File: src/rtl/music_pkg.sv
`default_nettype none
// ============================================================================
// Module      : music_pkg
// Description : Shared types and helpers for the tone-playback stage:
//               FSM state encoding, millisecond prescaler sizing and the
//               period value below which a note is treated as a rest.
// Revision    : 1.0 - initial release
// ============================================================================
package music_pkg;

  // Playback FSM states
  typedef enum logic [1:0] {
    ST_IDLE = 2'd0,
    ST_PLAY = 2'd1,
    ST_GAP  = 2'd2
  } state_e;

  // Periods shorter than this cannot form a square wave and are played as silence
  localparam int unsigned REST_CYC = 2;

  // Clock cycles per millisecond
  function automatic int unsigned ms_cyc(input int unsigned clk_fre);
    return clk_fre / 1000;
  endfunction

  // Counter width able to hold 0..n-1, never narrower than one bit
  function automatic int unsigned cnt_w(input int unsigned n);
    return (n > 1) ? $clog2(n) : 1;
  endfunction

endpackage
`default_nettype wire

File: src/rtl/music_ms_tick.sv
`default_nettype none
// ============================================================================
// Module      : music_ms_tick
// Description : Millisecond prescaler. Counts 0..MS_CYC-1 while enabled and
//               raises a one-cycle tick on the wrap cycle. A synchronous
//               clear restarts the count so a new note begins on a fresh ms.
// Revision    : 1.0 - initial release
// ============================================================================
module music_ms_tick
  import music_pkg::*;
#(
  parameter int unsigned MS_CYC = 50000
) (
  input  logic clk,
  input  logic rst,
  input  logic clr,
  input  logic en,
  output logic tick
);

  localparam int unsigned   CW   = cnt_w(MS_CYC);
  localparam logic [CW-1:0] LAST = CW'(MS_CYC - 1);

  logic [CW-1:0] cnt_q;
  logic [CW-1:0] cnt_d;

  // Next prescaler value: clear wins, otherwise wrap at LAST while enabled
  always_comb begin
    cnt_d = cnt_q;
    if (clr) begin
      cnt_d = '0;
    end else if (en) begin
      cnt_d = (cnt_q == LAST) ? '0 : cnt_q + CW'(1);
    end
  end

  assign tick = en && !clr && (cnt_q == LAST);

  // Prescaler register
  always_ff @(posedge clk) begin
    if (rst) begin
      cnt_q <= '0;
    end else begin
      cnt_q <= cnt_d;
    end
  end

endmodule
`default_nettype wire

File: src/rtl/music_tone_gen.sv
`default_nettype none
// ============================================================================
// Module      : music_tone_gen
// Description : Plays one note per valid/ready handshake as a 50%-duty square
//               wave for note_dur_ms milliseconds, follows it with a silent
//               GAP_MS articulation gap and pulses note_done on return to IDLE.
// Revision    : 1.0 - initial release
// ============================================================================
module music_tone_gen
  import music_pkg::*;
#(
  parameter int unsigned CLK_FRE = 50_000_000,
  parameter int unsigned CYCLE_W = 20,
  parameter int unsigned DUR_W   = 16,
  parameter int unsigned GAP_MS  = 10
) (
  input  logic               clk,
  input  logic               rst,
  input  logic               note_valid,
  output logic               note_ready,
  input  logic [CYCLE_W-1:0] note_cycle,
  input  logic [DUR_W-1:0]   note_dur_ms,
  output logic               buzzer,
  output logic               busy,
  output logic               note_done
);

  localparam int unsigned        MS_CYC   = ms_cyc(CLK_FRE);
  localparam logic [DUR_W-1:0]   GAP_LD   = DUR_W'(GAP_MS);
  localparam logic [CYCLE_W-1:0] REST_LIM = CYCLE_W'(REST_CYC);
  localparam bit                 HAS_GAP  = (GAP_MS != 0);

  state_e             state_q, state_d;
  logic [CYCLE_W-1:0] cyc_q, cyc_d;
  logic [CYCLE_W-1:0] per_q, per_d;
  logic [DUR_W-1:0]   dur_q, dur_d;
  logic               buzzer_q, buzzer_d;
  logic               done_q, done_d;

  logic accept;
  logic tick;
  logic last_tick;
  logic tone;

  // note_ready depends only on state, so the handshake is a plain AND here
  assign accept    = note_valid && (state_q == ST_IDLE);
  assign tone      = (cyc_q >= REST_LIM);
  // The remaining-ms counter doubles as the gap counter; 1 means final tick
  assign last_tick = tick && (dur_q == DUR_W'(1));

  music_ms_tick #(
    .MS_CYC (MS_CYC)
  ) u_ms_tick (
    .clk  (clk),
    .rst  (rst),
    .clr  (accept),
    .en   (state_q != ST_IDLE),
    .tick (tick)
  );

  // FSM state register
  always_ff @(posedge clk) begin
    if (rst) begin
      state_q <= ST_IDLE;
    end else begin
      state_q <= state_d;
    end
  end

  // FSM next state and completion pulse
  always_comb begin
    state_d = state_q;
    done_d  = 1'b0;
    case (state_q)
      ST_IDLE: begin
        if (accept) begin
          if (note_dur_ms != '0) begin
            state_d = ST_PLAY;
          end else if (HAS_GAP) begin
            state_d = ST_GAP;
          end else begin
            // Zero-length note with no gap completes immediately
            state_d = ST_IDLE;
            done_d  = 1'b1;
          end
        end
      end
      ST_PLAY: begin
        if (last_tick) begin
          if (HAS_GAP) begin
            state_d = ST_GAP;
          end else begin
            state_d = ST_IDLE;
            done_d  = 1'b1;
          end
        end
      end
      ST_GAP: begin
        if (last_tick) begin
          state_d = ST_IDLE;
          done_d  = 1'b1;
        end
      end
      default: begin
        state_d = ST_IDLE;
      end
    endcase
  end

  // FSM status outputs
  always_comb begin
    note_ready = (state_q == ST_IDLE);
    busy       = (state_q != ST_IDLE);
  end

  // Datapath: latch note, run period and duration counters, form next buzzer
  always_comb begin
    cyc_d    = cyc_q;
    per_d    = per_q;
    dur_d    = dur_q;
    buzzer_d = 1'b0;
    case (state_q)
      ST_IDLE: begin
        if (accept) begin
          cyc_d    = note_cycle;
          per_d    = '0;
          // A zero-length note goes straight to the gap, so preload its count
          dur_d    = (note_dur_ms != '0) ? note_dur_ms : GAP_LD;
          // Period counter starts at 0, which is always in the high half
          buzzer_d = (note_dur_ms != '0) && (note_cycle >= REST_LIM);
        end
      end
      ST_PLAY: begin
        if (tick) begin
          dur_d = last_tick ? GAP_LD : dur_q - DUR_W'(1);
        end
        if (tone) begin
          per_d = (per_q == cyc_q - CYCLE_W'(1)) ? '0 : per_q + CYCLE_W'(1);
        end
        // High for the first cycle>>1 counts; odd periods get the longer low half
        buzzer_d = !last_tick && tone && (per_d < (cyc_q >> 1));
      end
      ST_GAP: begin
        if (tick) begin
          dur_d = dur_q - DUR_W'(1);
        end
      end
      default: begin
        buzzer_d = 1'b0;
      end
    endcase
  end

  // Datapath and output registers
  always_ff @(posedge clk) begin
    if (rst) begin
      cyc_q    <= '0;
      per_q    <= '0;
      dur_q    <= '0;
      buzzer_q <= 1'b0;
      done_q   <= 1'b0;
    end else begin
      cyc_q    <= cyc_d;
      per_q    <= per_d;
      dur_q    <= dur_d;
      buzzer_q <= buzzer_d;
      done_q   <= done_d;
    end
  end

  assign buzzer    = buzzer_q;
  assign note_done = done_q;

endmodule
`default_nettype wire

File: config.mk
export PLATFORM = sky130hd
export DESIGN_NAME = music_tone_gen
export DESIGN_NICKNAME = d
export VERILOG_FILES = /design/src/rtl/music_pkg.sv /design/src/rtl/music_ms_tick.sv /design/src/rtl/music_tone_gen.sv
export SDC_FILE = /design/constraint.sdc
export NUM_CORES = 1
export LEC_CHECK = 0
export CAP_MARGIN = 20
export CORE_ASPECT_RATIO = 0.9
export CORE_MARGIN = 2
export CORE_UTILIZATION = 49
export DETAILED_ROUTE_END_ITERATION = 12
export DONT_BUFFER_PORTS = 1
export PLACE_DENSITY = 0.72
export SKIP_CTS_REPAIR_TIMING = 1
export SYNTH_ARGS = -nofsm -noshare
export SYNTH_HDL_FRONTEND = slang
export SYNTH_SLANG_ARGS = --single-unit
File: constraint.sdc
create_clock -name clk -period 4.8 [get_ports clk]
set_input_delay 0.96 -clock clk [delete_from_list [all_inputs] [get_ports clk]]
set_output_delay 0.96 -clock clk [all_outputs]
set_load 0.02 [all_outputs]
### After elaboration in Yosys (flattened, before gate mapping)

Index checks and enable logic that the tools add are counted.

| storage, ports and cells | value |
|---|---|
| bits in registers | 76 |
| input port bits | 39 |
| output and inout port bits | 4 |
| word-level logic and storage cells | 65 |

| operators by class | value |
|---|---|
| $add $sub $neg | 4 |
| order comparisons | 3 |
| equal/unequal tests | 10 |
| mux-type cells | 20 |
| bitwise logic cells | 1 |
| reduce and logical (&&, ||, !) cells | 20 |

Operators with widths:

| operator | count |
|---|---|
| two-way mux 16 bit | 6 |
| two-way mux 20 bit | 4 |
| case mux 16 bit (3 select lines) | 1 |
| greater-or-equal comparator 20 x 2 -> 1 bit, second input constant | 2 |
| case mux 20 bit (2 select lines) | 1 |
| adder 20 x 1 -> 20 bit, second input constant | 1 |
| equality test 20 bit | 1 |
| < comparator 20 x 19 -> 1 bit | 1 |
| subtractor 20 x 1 -> 20 bit, second input constant | 1 |
| adder 16 x 1 -> 16 bit, second input constant | 1 |
| equality test 16 x 1 -> 1 bit, second input constant | 1 |
| equality test 16 bit, second input constant | 1 |
| nonzero test 16 bit | 1 |
| subtractor 16 x 1 -> 16 bit, second input constant | 1 |
| two-way mux 2 bit | 4 |
| inequality test 2 bit, second input constant | 4 |
| logical AND 1 bit | 7 |
| case mux 2 bit (3 select lines) | 1 |
| AND reduction 2 bit | 2 |
| AND reduction 4 bit | 1 |
| nonzero test 2 bit | 2 |
| OR reduction 2 bit | 2 |
| AND reduction 3 bit | 1 |
| nonzero test 3 bit | 1 |
| other kinds (8) | 10 |

### Depth between registers and ports, before layout

| logic depth | value |
|---|---|
| word-level depth | 10 |
| gate-level depth with buffers | 21 |
| gate-level depth less buffers | 19 |

### Cells and area by module

Synthesis repeated with hierarchy kept, for this count alone.

| unflattened totals | value |
|---|---|
| cell total of the unflattened synthesis | 754 |
| area, all modules | 5575.3 um^2 |

By module, submodules not included:

| module | instances | cells an instance | area an instance (um^2) | seq. area each (um^2) |
|---|---|---|---|---|
| music_tone_gen | 1 | 670 | 4724.5 | 1201.2 |
| music_ms_tick | 1 | 84 | 850.8 | 320.3 |

### Worst setup path after synthesis

No wires, ideal clock.

| timing | value |
|---|---|
| kind | reg2reg |
| from | register cyc_q[4] |
| to | register buzzer_q (netlist: buzzer) |
| setup time | 0.133 ns |
| arrival | 4.052 ns |
| required time | 4.667 ns |
| path slack | 0.616 ns |
| cell stages (with the launch flop) | 21 |
| path buffers | 3 |
| period minus slack after synthesis | 4.184 ns |
| cell sequence | dfxtp_1 > buf_2 > nor4_1 > nand4_1 > nor3_1 > xnor2_1 > nand4_1 > nor4_2 > and2_1 > buf_4 > buf_4 > nor2_1 > ha_1 > a21oi_1 > nor2b_1 > o21ai_0 > a211o_1 > a31o_2 > a21bo_2 > a21oi_1 > a2111oi_1 |

| on the way | value |
|---|---|
| word-level cells in the longest chain between the ends | 8 |
| elaborated cells on any way between the ends | 10 |
| classes of those cells | add/sub: 1; order compare: 2; eq/ne: 1; mux: 4; reduce/logical: 2 |

RTL lines:

| element | line | text |
|---|---|---|
| start: declaration | music_tone_gen.sv:34 | `logic [CYCLE_W-1:0] cyc_q, cyc_d;` |
| start signal: assignment | music_tone_gen.sv:163 | `cyc_q <= cyc_d;` |
| subtractor 20 x 1 -> 20 bit | music_tone_gen.sv:138 | `per_d = (per_q == cyc_q - CYCLE_W'(1)) ? '0 : per_q + CYCLE_W'(1);` |
| equality test 20 bit | music_tone_gen.sv:138 |  |
| two-way mux 20 bit | music_tone_gen.sv:138 |  |
| two-way mux 20 bit | music_tone_gen.sv:137 | `if (tone) begin` |
| two-way mux 20 bit | music_tone_gen.sv:122 | `case (state_q)` |
| < comparator 20 x 19 -> 1 bit | music_tone_gen.sv:141 | `buzzer_d = !last_tick && tone && (per_d < (cyc_q >> 1));` |
| logical AND 1 bit * | music_tone_gen.sv:141 |  |
| case mux 1 bit (2 select lines) * | music_tone_gen.sv:122 |  |
| end signal: assignment | music_tone_gen.sv:166 | `buzzer_q <= buzzer_d;` |
| end: declaration | music_tone_gen.sv:37 | `logic buzzer_q, buzzer_d;` |

Mark *: on every way between the ends. The rest lies on a longest branch, timed or not. The select of a mux whose other input is x is not followed.
A chain may end at the register's enable or synchronous reset.

### Worst setup path after layout

| timing | value |
|---|---|
| from | register cyc_q[1] |
| to | register buzzer_q (netlist: buzzer) |

The elaborated chain is that of the path after synthesis.

==> results by group <==
Status
  • Status: complete, no violations

Route
  • Via count: between 5k and 6k
  • DR iter-0 viols: 241
  • # DRC: 0
  • DRT Pass-1 Iters: 4
  • DRT antenna net count: 0
  • Routed WL: about 14000 um
  • WL per Instance: roughly 17 um
  • Vias/cell: approximately 6.1

Timing
  • Max_slew headroom: between 40% and 50%
  • Final setup vio count: 0
  • Crit share post-route: roughly 91%
  • Slew @ Worst Pin: 0.833 ns
  • Final Hold Viols: 0
  • Unrepaired setup endpoints after global routing: no
  • Setup Skew: a little under 0.008 ns
  • Slew Limit Fails: 0
  • Fmax: about 230 MHz
  • Sum of negative setup slack: 0 ns
  • Min Tclk post-route: roughly 4.4 ns

Clock network
  • CTS Buf Count: 9
  • CTS tree: done
  • Clock Pin Slew Worst Setup and Hold Paths: 0.06 ns
  • Clock Tree Buf Depth: 2
  • Root Driver: clkbuf_16
  • Clk sinks: 76
  • # H-tree levels: 3
  • Clk Latency, worst-skew pair: 0.34 ns

Place
  • Dpl hpwl: 10100 um
  • RePlAce Congestion: roughly 0.95
  • PortBufs: 0

Synthesis
  • Seq/Total Area, Yosys: around 29%
  • Number of library cell types mapped by synthesis: 61
  • Most frequent cell after synthesis: nand2_1
  • Avg Cell Area, Syn: roughly 7.5 um2
  • Synth area leader: dfxtp_1
  • Post-Syn Instances: between 700 and 800
  • Async set-reset flop share out of synthesis: 0%
  • Synth top area share: ~29%
  • Synthesis-stage register bit count: 76
  • Number of flops mapped to enable cells by yosys: 0
  • Mapped Area: 5280 um2
  • Main synth FF type: dfxtp_1
  • Ranking of synthesized cells by area: dfxtp_1, ha_1, nand2_1
  • Syn_nets: ~770
  • Post-synth top cells: nand2_1, dfxtp_1, nor2_1
  • Yosys warns: 0

Power
  • Cell Pwr Density: roughly 530 nW/um2
  • Comb power frac: between 40% and 50%
  • Power Internal: roughly 1.8 mW
  • Clk pwr share: a little over a quarter
  • Worst VDD drop: between 0.3 and 0.4 mV
  • Switch Pwr: about 1.2 mW
  • Sequential share of power: between 20% and 30%
  • Pleak: between 2 and 2.5 nW
  • Switching share of power: roughly two fifths

Floorplanning
  • Die width: roughly 110 um
  • Core area: ~10000 um2
  • Die span in y: between 100 and 150 um
  • Die area: 11600 um2
  • Top Ports: 43
  • FP Rows: 35
  • Starting Density: about half

Min path
  • Hold_sp: dur_q[7]$_SDFFE_PP0P_
  • Tightest Hold Check Type: flip-flop to flip-flop

Critical path
  • Startpoint types: flip-flop
  • CP Capture Type: flip-flop
  • CP required: around 5.0 ns
  • CP arrival: between 4 and 5 ns
  • Worst Path Class, Setup: flip-flop to flip-flop
  • Worst R2R Start: cyc_q[1]$_SDFFE_PP0P_
  • CP Max Fanout: 9
  • CP startpoint: cyc_q[1]$_SDFFE_PP0P_
  • R2r setup slk: 0.42 ns

Layout
  • Final Core Density: between 50 and 60%
  • P&R area growth vs syn: 7.77%
  • Antenna cells: 0
  • Fin nets: around 750
  • Layout cells sized above 1: 6.38%

Global route
  • Gr usage total: between 20% and 30%
  • Antenna violations before repair: 0
  • First-pass GRT wire length: around 23000 um
  • Congestion Overflow GR: 0
  • Largest net degree at the start of global routing: 49
  • Vias in the first global route: around 4.7k

Job
  • Maximum capacitance violations: 0
worst max-delay path: stages (launching register included):
cell and delay (ns):
dfxtp_1 0.37, nor4_1 0.58, nand4_1 0.19, xnor2_1 0.18, nor4_1 0.30, nand4_1 0.21
nor4_2 0.32, buf_4 0.21, nand2b_1 0.12, o21ai_0 0.09, ha_1 0.31, a21boi_0 0.12
o21a_1 0.18, o21a_1 0.19, o211ai_1 0.20, a31o_2 0.18, a21bo_2 0.11, a21oi_1 0.03
a2111oi_1 0.34
metrics by stage:
step | instances | setup slack, ns | hold WS [ns] | total power, mW | instance area [um2]
2_1_floorplan | 705 | 0.616 | 0.467 | 1.92 | 5280
3_3_place_gp | 802 | 0.633 | 0.486 | 2.13 | 5320
3_5_place_dp | 802 | 0.470 | 0.503 | 2.17 | 5320
4_1_cts | 818 | 0.460 | 0.518 | 2.98 | 5680
5_1_grt | 819 | 0.00562 | 0.545 | 3.20 | 5690
6_report | 819 | 0.425 | 0.509 | 2.99 | 5690
registers in the layout, summed over array words and instances, names as in the netlist:
signal	cells
dur_q	16
u_ms_tick.cnt_q	16
note_done	1
buzzer	1
per_q	20
state_q	2
cyc_q	20
worst paths after layout:
check / endpoint / cells past startpoint
worst min register to register: dur_q[7]$_SDFFE_PP0P_ / 2
worst max register to register: buzzer$_SDFF_PP0_ / 18
worst min-delay path: dur_q[7]$_SDFFE_PP0P_ / 2
worst max-delay path: buzzer$_SDFF_PP0_ / 18
routing by layer:
metal	wire, um	GRT usage, %	vias up
li1	-	-	2482
met1	5990	30.3	2330
met2	6540	41.2	172
met3	768	5.58	30
met4	317	9.01	0
met5	0	0	-
power by group through the flow:
stage / Clock, mW / Sequential [mW] / Combinational, mW
floorplan: 0 / 0.830 / 1.09
global placement: 0 / 0.871 / 1.26
detailed placement: 0 / 0.876 / 1.29
CTS: 0.817 / 0.865 / 1.30
global route: 0.841 / 0.886 / 1.48
finish: 0.803 / 0.871 / 1.32
final cells by class:
type / instances / area, um2
Inverter: 40 / 150
Timing Repair Buffer: 6 / 45.0
Clock inverter: 5 / 106
Tap cell: 129 / 161
Sequential cell: 76 / 1520
Multi-Input combinational cell: 552 / 3450
Clock buffer: 11 / 253
Fill cell: 961 / 4690
cell usage in the layout, fill, tap and decap left out, types with 10 or more instances in the layout:
cell type,count
ha_1,29
nor4_1,20
or2_2,10
nand2_1,84
nor3_1,20
nand3_1,27
nor2_1,67
xnor2_1,27
o21ai_1,12
a21oi_1,55
a21o_1,16
xor2_1,22
inv_1,40
o21ai_0,16
a22oi_1,13
or3_1,12
dfxtp_1,76
nand4_1,19
cell families (layout without fill, tap and decap cells):
kind of cell | count (synthesis) | after routing | share of synthesized area (%)
flops | 76 | 76 | 28.8
compound gates | 167 | 167 | 20.8
buf+inv | 77 | 62 | 5.92
mux | 3 | 3 | 0.569
xor+xnor | 49 | 49 | 8.13
fa+ha+maj | 29 | 29 | 6.87
simple gates | 304 | 304 | 28.9
No activity file was read; power rests on OpenSTA's default activity.
